File: src/rtl/fir8_const_filter.sv
// 8-tap direct-form FIR with fixed unsigned coefficients (reference datapath).
// Ports: clk, rst_n (async low), din[7:0] sample in, dout[15:0] registered sum.
module fir8_const_filter #(
  parameter int unsigned C0 = 1,
  parameter int unsigned C1 = 3,
  parameter int unsigned C2 = 5,
  parameter int unsigned C3 = 7,
  parameter int unsigned C4 = 7,
  parameter int unsigned C5 = 5,
  parameter int unsigned C6 = 3,
  parameter int unsigned C7 = 1
) (
  input  logic        clk,
  input  logic        rst_n,
  input  logic [7:0]  din,
  output logic [15:0] dout
);

  localparam int NTAP = 8;

  localparam logic [7:0] LP_COEF [NTAP] = '{
    C0[7:0], C1[7:0], C2[7:0], C3[7:0],
    C4[7:0], C5[7:0], C6[7:0], C7[7:0]
  };

  logic [7:0]  r_tap [NTAP];
  logic [15:0] r_dout;

  logic [15:0] w_prod [NTAP];
  logic [18:0] w_sum;
  logic [2:0]  w_sum_unused_hi;
  logic [15:0] w_sum_lo;

  // 8 products of at most 16 bits each fit in 19 bits without loss.
  always_comb begin
    w_sum = '0;
    for (int k = 0; k < NTAP; k++) begin
      w_prod[k] = 16'(LP_COEF[k]) * 16'(r_tap[k]);
      w_sum     = w_sum + 19'(w_prod[k]);
    end
  end

  // Output wraps modulo 2^16: only the low 16 bits are kept.
  assign {w_sum_unused_hi, w_sum_lo} = w_sum;

  always_ff @(posedge clk or negedge rst_n) begin
    if (!rst_n) begin
      for (int k = 0; k < NTAP; k++) begin
        r_tap[k] <= '0;
      end
      r_dout <= '0;
    end else begin
      r_tap[0] <= din;
      for (int k = 1; k < NTAP; k++) begin
        r_tap[k] <= r_tap[k-1];
      end
      r_dout <= w_sum_lo;
    end
  end

  assign dout = r_dout;

endmodule

File: config.mk
export PLATFORM = sky130hd
export DESIGN_NAME = fir8_const_filter
export DESIGN_NICKNAME = d
export VERILOG_FILES = /design/src/rtl/fir8_const_filter.sv
export SDC_FILE = /design/constraint.sdc
export NUM_CORES = 1
export LEC_CHECK = 0
export CAP_MARGIN = 40
export CORE_MARGIN = 4
export CORE_UTILIZATION = 60
export CTS_CLUSTER_SIZE = 24
export DETAILED_ROUTE_END_ITERATION = 8
export PLACE_DENSITY = 0.79
export SLEW_MARGIN = 25
export SYNTH_ARGS = -nofsm -noshare
export SYNTH_HDL_FRONTEND = slang
export SYNTH_SLANG_ARGS = --single-unit
File: constraint.sdc
create_clock -name clk -period 6.01 [get_ports clk]
set_input_delay 1.803 -clock clk [delete_from_list [all_inputs] [get_ports clk]]
set_output_delay 1.803 -clock clk [all_outputs]
set_load 0.005 [all_outputs]
==> metrics.md <==
| Metric | Value |
|---|---|
| CTS Root Cell | `clkbuf_8` |
| Critical path origin | `r_tap[45]` |
| CTS Sinks | `78` |
| WL/cell | `15.5 um` |
| Post-synth cell types | `34` |
| Crit-path max cell delay | `0.56 ns` |
| Core Util, Final | `between 60% and 70%` |
| Initial DRC count | `123` |
| Post-route DRC | `0` |
| Cell count after synthesis | `~460` |
| Setup crit end | `dout[11]` |
| Clock transition at path regs | `0.08 ns` |
| FMAX | `about 200 MHz` |
| Synth async-reset ratio | `between 90% and 100%` |
| Crit path depth | `15` |
| Critical R2R Capture | `dout[11]` |
| Worst-path fanout max | `9` |
| Number of flops mapped to enable cells by yosys | `0` |
| Outcome | `complete, no violations` |
| Die width | `106 um` |
| Final Setup Violations | `0` |
| Final hold violation count | `0` |
| Setup tns final | `0 ns` |
| Vias in the first global route | `3548` |
| Fin Clk Skew | `approximately 0.013 ns` |
| CP max stage cell | `fa_1` |
| CTS tree | `done` |
| Final ANT Viol Nets | `0` |
| Post-route cell area | `6360 sq um` |
| Starting Density | `about three fifths` |
| Top_reg_cell synth | `dfrtp_1` |
| Vert. Die Dim | `106 um` |
| Max clock buf depth | `2` |
| TritonRoute pass-1 iters | `4` |
| Fin crit period | `~5 ns` |
| Fraction of layout cells with a size suffix above 1 | `4.00%` |
| Crit. End Element | `flop` |
| Synth area leader | `fa_1` |
| Largest net degree at the start of global routing | `57` |
| CP required | `6.29 ns` |
| CTS Hold Bufs | `0` |
| Global route total overflow | `0` |
| Register area | `approximately 2000 sq um` |
| Final Slew Violations | `0` |
| Initial antenna violation count | `0` |
| Worst reg-to-reg setup slack | `between 0.9 and 1 ns` |
| Delay-heaviest family, CP | `adder cells` |
| Tcrit/Tclk final | `84.7%` |
| Number of CTS-inserted buffers | `9` |
| Maxcap violations | `0` |
| Routed WL | `between 9 and 10 mm` |
| Buf+Inv Stages, Crit Path | `4` |
| Via density | `4.86` |
| Worst-case hold slack | `approximately 0.38 ns` |
| H-tree depth | `3` |
| Post-DP HPWL | `around 8.1 mm` |
| Worst reg2reg startpoint | `r_tap[45]` |
| Mean Syn Cell Area | `about 12 sq um` |
| First-pass GRT wire length | `around 17 mm` |
| Synth warnings | `0` |
| Flops & latches, synth | `78` |
| Area share of the largest cell type after synthesis | `37.1%` |
| Crit start category | `flop` |
| FF-to-FF path depth | `15` |
| Setup Buffers After CTS | `0` |
| Crit path top cell by count | `fa_1` |
| # IOs | `26` |
| Placer Congestion | `0.831` |
| Mapped Area | `~5700 sq um` |
| Fill count | `653` |
| Placed inst area | `6110 sq um` |
| Multi-input gate area | `3100 sq um` |
| Row count | `35` |
| RSZ-0062 raised after global routing | `no` |
| Dominant cells by area after synthesis | `fa_1 37%, dfrtp_1 34%, inv_1 11%, ha_1 11%, xnor2_1 0.92%` |
| Antenna fix cells | `0` |
| Input/output buffers | `23` |
| Clk_lat worst skew | `0.36 ns` |
| Die area | `11200 sq um` |
| Worst hold path type | `flop to flop` |
| Number of gates resized after cts | `0` |
| Cell chain of the critical path | `fa_1 > inv_1 > fa_1 > fa_1 > inv_1 > fa_1 > fa_1 > inv_1 > fa_1 > inv_1 > ha_1 > a21oi_1 > o211ai_1 > a311o_1 > nand3_1` |
| Vias | `slightly above 3000` |
| Area Growth Syn to Fin | `11.3%` |
| Crit path DAT | `around 5.4 ns` |
| GRT Overall Usage | `20.0%` |
| Critical path class | `flop to flop` |
| Nets | `around 660` |
| Core outline area | `9240 sq um` |
| Seq/Total Area, Yosys | `34.1%` |
## worst min path at each step
| stage | from | end | slack [ns] | cells past startpoint |
|---|---|---|---|---|
| 4_1_cts | r_tap[60] | r_tap[52] | 0.39 | 0 |
| 2_1_floorplan | r_tap[51] | r_tap[43] | 0.35 | 0 |
| 5_1_grt | r_tap[57] | r_tap[49] | 0.38 | 0 |
| 3_5_place_dp | r_tap[53] | r_tap[45] | 0.37 | 0 |
| 6_report | r_tap[60] | r_tap[52] | 0.38 | 0 |
| 3_3_place_gp | r_tap[59] | r_tap[51] | 0.36 | 0 |
## through the flow
stage | setup WS (ns) | cells
2_1_floorplan | 1.25 | 464
3_3_place_gp | 1.11 | 612
3_5_place_dp | 0.983 | 613
4_1_cts | 0.964 | 629
5_1_grt | 0.730 | 629
6_report | 0.920 | 629
## kinds of logic (layout without fill, tap and decap cells)
kind of cell	Yosys count	after routing	share of synthesized area, %
xor gates and xnor gates	7	7	1.07
AOI/OAI and AO/OA	25	25	3.13
buffers and inverters	176	212	11.8
adders and majority gates	156	156	48.0
DFF	78	78	34.1
other	1	2	0.0656
and+or+nand+nor	20	20	1.75
## registers in the layout, summed over array words and instances, names as in the netlist
register / cells
r_tap: 64
dout: 14
## cells in the final DEF (no fill, tap or decap), types with 2 or more instances in the layout
cell / n
clkdlybuf4s50_1: 22
a31oi_1: 2
o211ai_1: 2
fa_1: 106
nand2_1: 3
conb_1: 2
bufinv_16: 3
inv_1: 172
dfrtp_1: 78
nand4_1: 2
a221oi_1: 2
clkbuf_8: 10
inv_6: 2
ha_1: 50
a21oi_1: 5
o21bai_1: 2
nor3_1: 2
o21ai_1: 2
a21o_1: 2
nand3_1: 6
nor2_1: 3
xnor2_1: 6
## cells in the mapped netlist, types with 2 or more instances
cell type  count
o21bai_1       2
o211ai_1       2
nand4_1        2
a221oi_1       2
dfrtp_1       78
inv_1        172
buf_4          2
fa_1         106
nor3_1         2
nor2_1         3
nand2_1        3
ha_1          50
xnor2_1        6
nand3_1        6
a31oi_1        2
a21oi_1        5
o21ai_1        2
a21o_1         2
## final cells by class
cell class / instances / area share [%]
multi-input cells: 210 / 48.6
flip-flops and latches: 78 / 30.7
inverters: 172 / 10.1
repair buffers: 24 / 4.01
well taps: 129 / 2.54
clock buffers: 10 / 2.16
clock inverters: 6 / 1.83
## layer usage
layer	global-route usage [%]	wire [um]	up-vias
met5	0	0	-
met4	4.35	117	0
met3	3.80	308	11
met2	37.7	5710	52
met1	23.7	3600	1603
li1	-	-	1393
Power is not shown: default switching activity piles up to over one toggle a cycle in this logic, so the estimate is an artifact.
